<file path="config.mk">
export PLATFORM = sky130hd
export DESIGN_NAME = rf_wport_arb_flat
export DESIGN_NICKNAME = d
export VERILOG_FILES = /design/src/rtl/rf_wport_arb_if.sv /design/src/rtl/rf_wport_arb.sv /design/src/flat_wrapper.sv
export SDC_FILE = /design/constraint.sdc
export NUM_CORES = 1
export LEC_CHECK = 0
export BUFFER_PORTS_ARGS = -buffer_cell sky130_fd_sc_hd__buf_4
export CELL_PAD_IN_SITES_DETAIL_PLACEMENT = 0
export CELL_PAD_IN_SITES_GLOBAL_PLACEMENT = 1
export CORE_MARGIN = 1
export CORE_UTILIZATION = 31
export DETAILED_ROUTE_END_ITERATION = 8
export PLACE_DENSITY = 0.88
export SLEW_MARGIN = 15
export SYNTH_ARGS = -nofsm -noshare
export SYNTH_HDL_FRONTEND = slang
export SYNTH_SLANG_ARGS = --single-unit
</file>
<file path="constraint.sdc">
create_clock -name clk -period 1.89 [get_ports clk]
set_clock_uncertainty 0.15 [all_clocks]
set_input_delay 0.0945 -clock clk [delete_from_list [all_inputs] [get_ports clk]]
set_output_delay 0.0945 -clock clk [all_outputs]
set_load 0.05 [all_outputs]
</file>
<file path="src/rtl/rf_wport_arb_if.sv">
// Write-port handshake bundle between the WB/MC requesters and the register
// file write-port arbiter, including the scoreboard and statistics outputs.
interface rf_wport_arb_if;
  logic        wb_valid;
  logic [4:0]  wb_rd;
  logic [31:0] wb_data;
  logic        wb_ready;
  logic        mc_valid;
  logic [4:0]  mc_rd;
  logic [31:0] mc_data;
  logic        mc_ready;
  logic        mc_issue;
  logic [4:0]  mc_issue_rd;
  logic        rf_we;
  logic [4:0]  rf_waddr;
  logic [31:0] rf_wdata;
  logic [31:0] busy_mask;
  logic [15:0] stat_cnt;

  modport slave (
    input  wb_valid, wb_rd, wb_data, mc_valid, mc_rd, mc_data, mc_issue, mc_issue_rd,
    output wb_ready, mc_ready, rf_we, rf_waddr, rf_wdata, busy_mask, stat_cnt
  );

  modport master (
    output wb_valid, wb_rd, wb_data, mc_valid, mc_rd, mc_data, mc_issue, mc_issue_rd,
    input  wb_ready, mc_ready, rf_we, rf_waddr, rf_wdata, busy_mask, stat_cnt
  );
endinterface

</file>
<file path="src/rtl/rf_wport_arb.sv">
// Register-file write-port arbiter: WB vs multicycle unit with starvation bound
// and an outstanding-MC scoreboard. RF_ARB_STATS_EN builds the starvation-stall counter.
module rf_wport_arb #(
  parameter int unsigned MAX_WAIT = 4
) (
  input  logic          clk,
  input  logic          rst_n,
  rf_wport_arb_if.slave bus
);

  localparam logic [3:0] MAX_WAIT_W = 4'(MAX_WAIT);

  logic [3:0]  wait_cnt;
  logic        rf_we_q;
  logic [4:0]  rf_waddr_q;
  logic [31:0] rf_wdata_q;
  logic [31:0] busy_q;

  logic wb_use, mc_use, starve, mc_ready, wb_ready, mc_win, wb_win;

  assign wb_use   = bus.wb_valid && (bus.wb_rd != 5'd0);
  assign mc_use   = bus.mc_valid && (bus.mc_rd != 5'd0);
  assign starve   = (wait_cnt >= MAX_WAIT_W);
  // WB readiness looks only at MC's request and the counter, never at mc_ready.
  assign mc_ready = bus.mc_valid && (bus.mc_rd == 5'd0 || !wb_use || starve);
  assign wb_ready = !(mc_use && starve);
  assign mc_win   = mc_use && mc_ready;
  assign wb_win   = wb_use && wb_ready;

  assign bus.mc_ready  = mc_ready;
  assign bus.wb_ready  = wb_ready;
  assign bus.rf_we     = rf_we_q;
  assign bus.rf_waddr  = rf_waddr_q;
  assign bus.rf_wdata  = rf_wdata_q;
  assign bus.busy_mask = busy_q;

  logic [31:0] set_vec, clr_vec;

  always_comb begin
    // NOTE: every always_comb output gets a default first so no latch is inferred.
    set_vec = '0;
    clr_vec = '0;
    if (bus.mc_issue) set_vec[bus.mc_issue_rd] = 1'b1;
    if (mc_win)       clr_vec[bus.mc_rd]       = 1'b1;
  end

  // NOTE: sequential state uses non-blocking assignments so all registers update together.
  always_ff @(posedge clk or negedge rst_n) begin
    if (!rst_n) begin
      wait_cnt   <= '0;
      rf_we_q    <= 1'b0;
      rf_waddr_q <= '0;
      rf_wdata_q <= '0;
      // NOTE: the scoreboard is a plain register bank, so it resets like any other flop.
      busy_q     <= '0;
    end else begin
      rf_we_q <= mc_win || wb_win;
      if (mc_win) begin
        rf_waddr_q <= bus.mc_rd;
        rf_wdata_q <= bus.mc_data;
      end else if (wb_win) begin
        rf_waddr_q <= bus.wb_rd;
        rf_wdata_q <= bus.wb_data;
      end

      if (mc_use && !mc_ready) begin
        if (wait_cnt != 4'hF) wait_cnt <= wait_cnt + 4'd1;
      end else begin
        wait_cnt <= '0;
      end

      // Set beats clear so a freshly issued op stays outstanding.
      busy_q <= ((busy_q & ~clr_vec) | set_vec) & 32'hFFFF_FFFE;
    end
  end

`ifdef RF_ARB_STATS_EN
  logic [15:0] stat_q;

  always_ff @(posedge clk or negedge rst_n) begin
    if (!rst_n) begin
      stat_q <= '0;
    end else if (mc_use && starve && bus.wb_valid && stat_q != 16'hFFFF) begin
      stat_q <= stat_q + 16'd1;
    end
  end

  assign bus.stat_cnt = stat_q;
`else
  assign bus.stat_cnt = '0;
`endif

endmodule

</file>
<file path="src/flat_wrapper.sv">
// flat-port wrapper written by rule: the top's interface ports become plain ports
module rf_wport_arb_flat 
#(
  parameter int unsigned MAX_WAIT = 4
)
  (clk, rst_n, bus_wb_valid, bus_wb_rd, bus_wb_data, bus_mc_valid, bus_mc_rd, bus_mc_data, bus_mc_issue, bus_mc_issue_rd, bus_wb_ready, bus_mc_ready, bus_rf_we, bus_rf_waddr, bus_rf_wdata, bus_busy_mask, bus_stat_cnt);
  rf_wport_arb_if bus_i ();
  input  logic clk;
  input  logic rst_n;
  input wire logic [$bits(bus_i.wb_valid)-1:0] bus_wb_valid;
  input wire logic [$bits(bus_i.wb_rd)-1:0] bus_wb_rd;
  input wire logic [$bits(bus_i.wb_data)-1:0] bus_wb_data;
  input wire logic [$bits(bus_i.mc_valid)-1:0] bus_mc_valid;
  input wire logic [$bits(bus_i.mc_rd)-1:0] bus_mc_rd;
  input wire logic [$bits(bus_i.mc_data)-1:0] bus_mc_data;
  input wire logic [$bits(bus_i.mc_issue)-1:0] bus_mc_issue;
  input wire logic [$bits(bus_i.mc_issue_rd)-1:0] bus_mc_issue_rd;
  output wire logic [$bits(bus_i.wb_ready)-1:0] bus_wb_ready;
  output wire logic [$bits(bus_i.mc_ready)-1:0] bus_mc_ready;
  output wire logic [$bits(bus_i.rf_we)-1:0] bus_rf_we;
  output wire logic [$bits(bus_i.rf_waddr)-1:0] bus_rf_waddr;
  output wire logic [$bits(bus_i.rf_wdata)-1:0] bus_rf_wdata;
  output wire logic [$bits(bus_i.busy_mask)-1:0] bus_busy_mask;
  output wire logic [$bits(bus_i.stat_cnt)-1:0] bus_stat_cnt;
  assign bus_i.wb_valid = bus_wb_valid;
  assign bus_i.wb_rd = bus_wb_rd;
  assign bus_i.wb_data = bus_wb_data;
  assign bus_i.mc_valid = bus_mc_valid;
  assign bus_i.mc_rd = bus_mc_rd;
  assign bus_i.mc_data = bus_mc_data;
  assign bus_i.mc_issue = bus_mc_issue;
  assign bus_i.mc_issue_rd = bus_mc_issue_rd;
  assign bus_wb_ready = bus_i.wb_ready;
  assign bus_mc_ready = bus_i.mc_ready;
  assign bus_rf_we = bus_i.rf_we;
  assign bus_rf_waddr = bus_i.rf_waddr;
  assign bus_rf_wdata = bus_i.rf_wdata;
  assign bus_busy_mask = bus_i.busy_mask;
  assign bus_stat_cnt = bus_i.stat_cnt;
  rf_wport_arb #(.MAX_WAIT(MAX_WAIT)) u_core (.clk(clk), .rst_n(rst_n), .bus(bus_i));
endmodule
</file>
Word-level counts from Yosys, hierarchy flattened
Cells that the tools add are included.
- bits in registers: 73
- output and inout port bits: 88
- logic and storage cells: 47
- $add $sub $neg: 1
- bitwise operators: 3
- multiplexer cells: 12
- reduce and logical (&&, ||, !) cells: 19
- eq/ne operators: 2
- order comparisons: 5
- operator list (operator ; number):
    $mux W32 ; 4
    $and A32 B32 Y32 ; 1
    $not A32 Y32 ; 1
    $or A32 B32 Y32 ; 1
    $lt A5 B6 Y1 const B ; 2
    $demux W1 S5 ; 2
    $ge A5 B1 Y1 const B ; 2
    $mux W5 ; 2
    $reduce_bool A5 Y1 ; 2
    $logic_and A1 B1 Y1 ; 9
    $mux W4 ; 2
    $logic_not A5 Y1 ; 1
    $add A4 B1 Y4 const B ; 1
    $ge A4 B3 Y1 const B ; 1
    $ne A4 B4 Y1 const B ; 1
    $logic_not A1 Y1 ; 3
    $logic_or A1 B1 Y1 ; 3
    $mux W1 ; 2
    $ne A2 B2 Y1 const B ; 1
    $reduce_bool A2 Y1 ; 1

Depth between registers and ports, before layout
Gate-level depths: netlist of run 1.
- word-level depth: 11
- gate-level depth with buffers: 8
- mapped depth without buffers: 4

Worst setup path after synthesis of run 1
Ideal clock, no wire load.
- path type: input port to output port
- start point: in bus_mc_rd[3]
- end point: out bus_mc_ready
- path buffers: 4
- data required time: 1.646 ns
- arrival: 2.115 ns
- cell stages on the path: 8
- slack: -0.469 ns
- cells stage by stage: buf_2 -> or3_1 -> buf_2 -> or3_1 -> buf_2 -> clkbuf_1 -> nor4b_1 -> nor2_1
- longest elaborated chain between the ends: 4
- RTL lines (element ; RTL line ; RTL):
    start, declared ; flat_wrapper.sv:14 ; input wire logic [$bits(bus_i.mc_rd)-1:0] bus_mc_rd;
    $logic_not A5 Y1 ; rf_wport_arb.sv:25 ; assign mc_ready = bus.mc_valid && (bus.mc_rd == 5'd0 || !wb_use || starve);
    $logic_or A1 B1 Y1 (2 in a row) ; rf_wport_arb.sv:25 ;
    $logic_and A1 B1 Y1 ; rf_wport_arb.sv:25 ;
    end, declared ; flat_wrapper.sv:19 ; output wire logic [$bits(bus_i.mc_ready)-1:0] bus_mc_ready;
Every way passes these cells.

Final worst setup path of run 1
Ends and elaborated chain as after synthesis.

==> results of run 1 <==
## path summary, 6_finish.rpt
kind	slack, ns	start	endpoint
max	0.05	bus_mc_rd[3]	bus_mc_ready
min	0.06	bus_mc_data[25]	u_core.bus.rf_wdata[25]$_DFFE_PN0P_
min in group asynchronous	0.14	rst_n	u_core.bus.busy_mask[26]$_DFF_PN0_
max in group asynchronous	0.87	rst_n	u_core.bus.rf_wdata[24]$_DFFE_PN0P_
max reg2reg	0.13	u_core.wait_cnt[2]$_DFFE_PN0P_	u_core.bus.rf_wdata[25]$_DFFE_PN0P_
min reg2reg	0.29	u_core.wait_cnt[0]$_DFFE_PN0P_	u_core.wait_cnt[0]$_DFFE_PN0P_
## critical path, cell delays in order
cell and delay [ns]:
buf_4 0.13, or3_1 0.38, or3_4 0.41, buf_12 0.18, nor4b_4 0.15, nor2_4 0.08
buf_8 0.15
## Yosys cell counts
master / n
a221o_1: 37
a21o_1: 8
nand2b_1: 1
nor4b_1: 1
o22a_1: 1
nor2_1: 12
a22oi_4: 1
inv_1: 24
nand2_1: 16
conb_1: 1
or2_2: 2
nand3_1: 6
buf_1: 1
o22ai_2: 1
or3b_2: 2
ha_1: 1
o21bai_1: 1
dfrtp_1: 73
or4_1: 2
and2_1: 4
o31ai_1: 9
buf_6: 4
nor3b_1: 4
and3_1: 33
buf_2: 7
o21ai_0: 19
a22o_1: 4
o221ai_1: 6
nand3b_1: 4
o21ai_1: 1
mux2i_1: 1
o31ai_2: 1
clkbuf_1: 10
or3_1: 3
nor3_1: 2
a22oi_1: 10
buf_4: 17
## per-stage QoR
| stage | power, mW | setup slack (ns) | std cells | instance area, um^2 | hold slack (ns) |
|---|---|---|---|---|---|
| 3_3_place_gp | 3.23 | -0.125 | 625 | 4930 | -0.0454 |
| 2_1_floorplan | 2.74 | -0.115 | 347 | 3660 | -0.351 |
| 3_5_place_dp | 3.25 | -0.144 | 625 | 4930 | -0.0376 |
| 6_report | 5.07 | 0.0491 | 715 | 5990 | 0.0551 |
| 5_1_grt | 5.29 | 0.0199 | 715 | 5990 | 0.0657 |
| 4_1_cts | 5.09 | 0.00151 | 715 | 5970 | 0.0130 |
## cell type report
cell class / count / area share
repair buffers: 251 / 0.356
flip-flops and latches: 73 / 0.305
multi-input cells: 211 / 0.245
clock buffers: 9 / 0.0376
well taps: 140 / 0.0293
inverters: 24 / 0.0150
clock inverters: 7 / 0.0117
## layer usage
layer | vias to the layer above | track usage
met2 | 206 | 0.350
met5 | - | 0
li1 | 1684 | -
met3 | 25 | 0.0514
met1 | 1763 | 0.250
met4 | 0 | 0.0666
## logic make-up after synthesis
kind of cell / Yosys count
fa+ha+maj: 1
other cells: 1
flops: 73
buf+inv: 63
mux: 1
simple gates: 92
compound gates: 99
## cells in the final DEF, fill, tap and decap left out, drive strengths merged, types with 9 or more instances in the layout
cell type      n
a221o         37
a22oi         11
and3          33
buf          177
clkbuf         9
conb          18
dfrtp         73
dlygate4sd3   73
inv           25
nand2         16
nor2          12
o21ai         20
o31ai         10
## power groups by stage
stage	Sequential [mW]	Clock [mW]	Combinational, mW
2_1_floorplan	2.32	0	0.417
3_3_place_gp	1.83	0	1.41
3_5_place_dp	1.83	0	1.42
4_1_cts	1.80	1.73	1.55
5_1_grt	1.83	1.82	1.64
6_report	1.81	1.70	1.56
## sequential cells by signal (all words and copies together) (netlist names)
signal                count
u_core.bus.rf_we          1
u_core.bus.rf_wdata      32
u_core.bus.rf_waddr       5
u_core.bus.busy_mask     31
u_core.wait_cnt           4
## repair_timing
item,CTS,global route
resized for setup,1,5
setup endpoints to repair,1,36
endpoints found under the hold margin,83,0
setup buffers,0,0
pin swaps,0,3
hold buffers,74,0
==> out/metrics.yaml, run 1 <==
cells_and_area:
  multi_input_area_um2: 1470
  syn_to_final_growth_pct: 69.6
  regArea_um2: 1830
  drive_gt1_frac: 0.357
  nFillCells: 940
  antenna_cells: 0
  fin_util: 0.545
  nNetsFinal: 655
power:
  leakagePower_nw: 3.02
  powerDensity_nw_per_um2: 848
  vdd_drop_max_v: 0.000432
  comb_power_share: 0.308
  p_seq_frac: 0.357
  intPower_mw: 3.33
  p_sw_frac: 0.344
  power_switching_mw: 1.75
  clkPwrFrac: 0.335
clocking:
  clk_latency_ns: 0.33
  cts.clk_slew.worst_paths_ns: 0.06
  cts_root_buffer: "clkbuf_16"
  htreeDepth: 3
  clk_path_buf_depth: 2
  cts_tree: "built"
  cts.sinks: 73
  cts_buffers: 9
placement:
  post-dp-hpwl_um: 8040
  gp_congestion: 0.811
  io_buffers: 154
drt:
  vias: 3678
  wirelength_um: 12200
  final_antenna_net_count: 0
  wl_met3_um: 1100
  drt_iter0_drc: 319
  vias_per_cell: 5.14
  drc: 0
  wl_met2_um: 5920
  highest_layer: "met4"
  wl_met1_um: 4930
  wl_per_cell_um: 17.0
  firstDrtPassIters: 5
grt:
  antenna_found_initial: 0
  grt_max_degree: 40
  grt_pass1_wl_um: 18500
  track_usage: 0.204
  gr-total-overflow: 0
  grt_pass1_vias: 3573
synthesis:
  synth_fa_ha_area_frac: 0.00354
  ys_warn_count: 0
  synth_top_family_by_area: "compound AO/OA/AOI/OAI gates"
  yosysSeqAreaShare: 0.517
  avgSynthCellArea_um2: 10.7
  synth-compound-area-share: 0.233
  synth_top_cell_by_area: "dfrtp_1"
  synth_top_area_share: 0.517
  ys_types: 37
  netlist_area_um2: 3530
  synth_simple_gate_area_share: 0.146
  synth_mux_area_frac: 0.00283
  synth.top_cells.by_area: "dfrtp_1, a221o_1, and3_1"
  ys_seq_elements: 73
  synth_xor_area_frac: 0
  synthCells: 330
die:
  die_y_um: 109
  fp.dieW_um: 109
  core_area_um2: 11000
  initial_core_util: 0.321
  io_pins: 172
  rows: 38
  die-area_um2: 11800
sta:
  period_share: 0.974
  slew_headroom: 0.648
  maxSlewViolCount: 0
  setup_viol: 0
  min_period_ns: 1.84
  tightest_slew_ns: 0.527
  timing_hold_violations_final: 0
  setup_tns_ns: 0
  rsz0062_at_grt: "false"
  fmax_ghz: 0.543
worst_setup_path:
  required_ns: 1.65
  path_class: "input port to output port"
  cp-start-kind: "input port"
  rr_worst_depth: 5
  crit_path_max_fanout: 33
  end_kind: "output port"
  arrival_ns: 1.60
worst_hold_path:
  min_path_type: "input port to flip-flop"
  holdPathStages: 3
run_status:
  outcome: "completed"
flow_run:
  drv_cap: 0
(Power assumes the default switching activity.)
==> inputs of run 2 (changes only) <==
- CELL_PAD_IN_SITES_GLOBAL_PLACEMENT: 1 -> 2
- CORE_UTILIZATION: 31 -> 24
- PLACE_DENSITY: 0.88 -> 0.86
- REMOVE_ABC_BUFFERS: not set -> 1
==> out/metrics.yaml, run 2 (synthesized netlist as in run 1, its figures left out) <==
worst_hold_path:
  min_path_type: "input port to flip-flop"
  hold_start: "bus_mc_issue_rd[1]"
  hold_end: "u_core.bus.busy_mask[13]$_DFF_PN0_"
  holdPathStages: 3
power:
  powerDensity_nw_per_um2: 864
  p_total_mw: 5.22
  vdd_drop_max_v: 0.000413
  leakagePower_nw: 3.01
sta:
  maxSlewViolCount: 0
  fmax_ghz: 0.552
  timing_hold_violations_final: 0
  setup_viol: 0
  setup_tns_ns: 0
  min_period_ns: 1.81
  hold_ws_ns: 0.0157
  period_share: 0.958
  rsz0062_at_grt: "false"
cells_and_area:
  multi_input_area_um2: 1430
  largest_reg_flops: 32
  antenna_cells: 0
  regArea_um2: 1830
  nFillCells: 1319
  nNetsFinal: 657
  syn_to_final_growth_pct: 71.2
  most-common-layout-cells: "buf_4, dlygate4sd3_1, dfrtp_1, a221o_1, and3_1"
  layout_commonest_cell: "buf_4"
  drive_gt1_frac: 0.348
grt:
  grt_max_degree: 66
  grt_pass1_wl_um: 19000
  gr-total-overflow: 0
  grt_pass1_vias: 3640
  antenna_found_initial: 0
  track_usage: 0.168
clocking:
  clk_latency_ns: 0.34
  cts.sinks: 73
  cts_root_buffer: "clkbuf_16"
  cts.clk_slew.worst_paths_ns: 0.06
  cts_tree: "built"
  cts_buffers: 9
  clk_path_buf_depth: 2
  htreeDepth: 3
  cts_setup_buffers: 0
die:
  fp.dieW_um: 123
  rows: 43
  io_pins: 172
  core_area_um2: 14100
  die_y_um: 123
  initial_core_util: 0.250
  die-area_um2: 15200
drt:
  drt_iter0_drc: 128
  firstDrtPassIters: 4
  final_antenna_net_count: 0
  vias_per_cell: 4.74
  wl_per_cell_um: 16.8
  vias: 3587
  drc: 0
  wirelength_um: 12700
worst_setup_path:
  r2r-end: "u_core.bus.rf_wdata[20]$_DFFE_PN0P_"
  rr_worst_depth: 5
  end_kind: "output port"
  crit_path_max_fanout: 3
  path_class: "input port to output port"
  required_ns: 1.65
  cp-start-kind: "input port"
  startpoint: "bus_wb_rd[0]"
  arrival_ns: 1.57
  reg2reg_setup_slack_ns: 0.14
  reg2reg_from: "u_core.wait_cnt[3]$_DFFE_PN0P_"
placement:
  post-dp-hpwl_um: 8550
  io_buffers: 154
  gp_congestion: 0.814
flow_run:
  drv_cap: 0
run_status:
  outcome: "completed"
run 2: critical path, stage by stage:
cell	delay [ns]
buf_4	0.11
or4_1	0.58
o21ai_1	0.18
buf_4	0.16
buf_4	0.10
nor4b_1	0.05
nor2_1	0.08
buf_4	0.20
run 2: worst max path at each step:
stage / end / cells past startpoint
global placement: u_core.bus.busy_mask[3]$_DFF_PN0_ / 7
finish: bus_mc_ready / 8
global route: bus_wb_ready / 8
detailed placement: u_core.bus.busy_mask[7]$_DFF_PN0_ / 7
CTS: bus_mc_ready / 4
floorplan: u_core.bus.rf_waddr[0]$_DFFE_PN0P_ / 4
run 2: layout make-up:
cell class                      count  area share
Sequential cell                    73       0.302
Inverter                           24      0.0149
Clock inverter                      1     0.00497
Tap cell                          180      0.0373
Multi-Input combinational cell    211       0.237
Timing Repair Buffer              253       0.354
Clock buffer                       15      0.0493
run 2: per-stage QoR:
step / area (um^2) / util / std cells / setup WS, ns
2_1_floorplan: 3350 / - / 308 / -0.421
3_3_place_gp: 4960 / 0.352 / 666 / -0.132
3_5_place_dp: 4960 / 0.352 / 666 / -0.171
4_1_cts: 6040 / 0.429 / 757 / 0.0716
5_1_grt: 6040 / 0.429 / 757 / 0.00945
6_report: 6040 / 0.429 / 757 / 0.0791
run 2: layer usage:
layer,global-route usage,part of all wire
met1,0.191,0.40
met2,0.283,0.48
met3,0.0683,0.10
met4,0.0625,0.016
met5,0,0
run 2: what timing repair did:
action,CTS,global route
setup endpoints to repair,16,2
hold buffers,75,0
endpoints found under the hold margin,117,0
resized for setup,1,1
gates cloned,0,0
pin swaps,0,0
run 2: where the power goes:
part / total [mW] / internal, mW / leakage [nW] / switching (mW)
Sequential: 1.80 / 1.71 / 0.801 / 0.0953
Combinational: 1.57 / 0.595 / 2.05 / 0.973
Clock: 1.85 / 1.20 / 0.162 / 0.646
==> inputs of run 3 (changes only) <==
- CORE_MARGIN: 1 -> 4
- CORE_UTILIZATION: 24 -> 27
- PLACE_DENSITY: 0.86 -> 0.91
- SKIP_LAST_GASP: not set -> 1
- clock period: 1.89 -> 1.98 ns (I/O delays scaled with it)
==> out/metrics.yaml, run 3 (synthesized netlist as in run 1, its figures left out) <==
cells_and_area:
  antenna_cells: 0
  regArea_um2: 1830
  final_area_um2: 5980
  fin_util: 0.470
  fin_cells: 744
  nFillCells: 1153
  largest_reg_flops: 32
  layout_commonest_cell: "buf_4"
  multi_input_area_um2: 1440
  most-common-layout-cells: "buf_4, dlygate4sd3_1, dfrtp_1, a221o_1, and3_1"
  drive_gt1_frac: 0.346
  nNetsFinal: 653
  syn_to_final_growth_pct: 69.5
worst_setup_path:
  cp_num_buf_inv: 3
  cp-start-kind: "input port"
  cpMostUsedCell: "buf_4"
  end_kind: "output port"
  arrival_ns: 1.60
  path_class: "input port to output port"
  crit_family: "simple AND/OR/NAND/NOR gates"
  crit_path_max_fanout: 25
  slowest_delay_ns: 0.39
  path_cells: "buf_4 -> or3_1 -> or3_4 -> buf_12 -> nor4b_1 -> nor2_1 -> buf_4"
  cpMaxStageDelayCell: "or3_1"
  required_ns: 1.73
drt:
  firstDrtPassIters: 4
  vias: 3585
  drc: 0
  vias_per_cell: 4.82
  wl_per_cell_um: 17.0
  wirelength_um: 12700
  final_antenna_net_count: 0
  drt_iter0_drc: 180
clocking:
  clk_path_buf_depth: 2
  cts.sinks: 73
  clk_latency_ns: 0.33
  cts.clk_slew.worst_paths_ns: 0.06
  cts_root_buffer: "clkbuf_16"
  htreeDepth: 3
  cts_buffers: 9
  cts_setup_buffers: 0
  cts_tree: "built"
die:
  fp.dieW_um: 122
  io_pins: 172
  rows: 41
  die-area_um2: 15000
  core_area_um2: 12700
  initial_core_util: 0.278
  die_y_um: 122
sta:
  rsz0062_at_grt: "false"
  fmax_ghz: 0.542
  setup_viol: 0
  timing_hold_violations_final: 0
  slew_headroom: 0.644
  tightest_slew_ns: 0.532
  period_share: 0.932
  setup_tns_ns: 0
  maxSlewViolCount: 0
  worst_slack_ns: 0.134
  min_period_ns: 1.85
grt:
  gr-total-overflow: 0
  grt_max_degree: 40
  track_usage: 0.167
  antenna_found_initial: 0
  grt_pass1_wl_um: 19100
  grt_pass1_vias: 3631
power:
  powerDensity_nw_per_um2: 828
  leakagePower_nw: 2.99
  vdd_drop_max_v: 0.000433
placement:
  gp_congestion: 0.874
  io_buffers: 154
  placedInstanceArea_um2: 4930
  dp_slack_ns: -0.0505
  post-dp-hpwl_um: 8570
  post-place-cells: 656
run_status:
  outcome: "completed"
worst_hold_path:
  min_path_type: "input port to flip-flop"
flow_run:
  drv_cap: 0
run 3: power breakdown:
| group | leakage (nW) | internal (mW) | switching, mW |
|---|---|---|---|
| Sequential | 0.801 | 1.63 | 0.0988 |
| Clock | 0.153 | 1.13 | 0.617 |
| Combinational | 2.03 | 0.561 | 0.919 |
run 3: layout make-up:
type / count / share of cell area
Tap cell: 172 / 0.0360
Clock inverter: 3 / 0.0109
Timing Repair Buffer: 249 / 0.351
Multi-Input combinational cell: 211 / 0.240
Inverter: 24 / 0.0151
Sequential cell: 73 / 0.305
Clock buffer: 12 / 0.0412
run 3: path summary, 6_finish.rpt:
kind | from | endpoint | slack (ns) | cells after the start
worst max-delay path | bus_mc_rd[4] | bus_mc_ready | 0.13 | 7
worst min-delay path | bus_mc_issue_rd[1] | u_core.bus.busy_mask[1]$_DFF_PN0_ | 0.02 | 3
worst max register to register | u_core.wait_cnt[3]$_DFFE_PN0P_ | u_core.bus.rf_wdata[19]$_DFFE_PN0P_ | 0.22 | 5
worst min register to register | u_core.wait_cnt[0]$_DFFE_PN0P_ | u_core.wait_cnt[0]$_DFFE_PN0P_ | 0.28 | 1
max in group asynchronous | rst_n | u_core.bus.busy_mask[22]$_DFF_PN0_ | 0.96 | 3
min in group asynchronous | rst_n | u_core.bus.busy_mask[10]$_DFF_PN0_ | 0.11 | 2
run 3: metal layers:
layer  track usage  share of wire
met1         0.201           0.41
met5             0              0
met4        0.0686          0.023
met3        0.0465          0.094
met2         0.282           0.48
run 3: worst register-to-register path: stages (launching register included):
cell	delay, ns
dfrtp_1	0.38
nor3b_2	0.23
o22ai_2	0.16
buf_4	0.23
and3_1	0.21
a221o_1	0.27
run 3: through the flow:
step	power [mW]	hold WS (ns)
floorplan	2.54	-0.347
global placement	3.09	-0.0642
detailed placement	3.11	-0.0548
CTS	4.99	0.00194
global route	5.16	0.0246
finish	4.96	0.0245
run 3: timing repair:
item | 4_1_cts | 5_1_grt
gates resized for setup | 0 | 2
hold buffers | 73 | 0
endpoints found under the setup margin | 0 | 21
hold endpoints to repair | 75 | 0
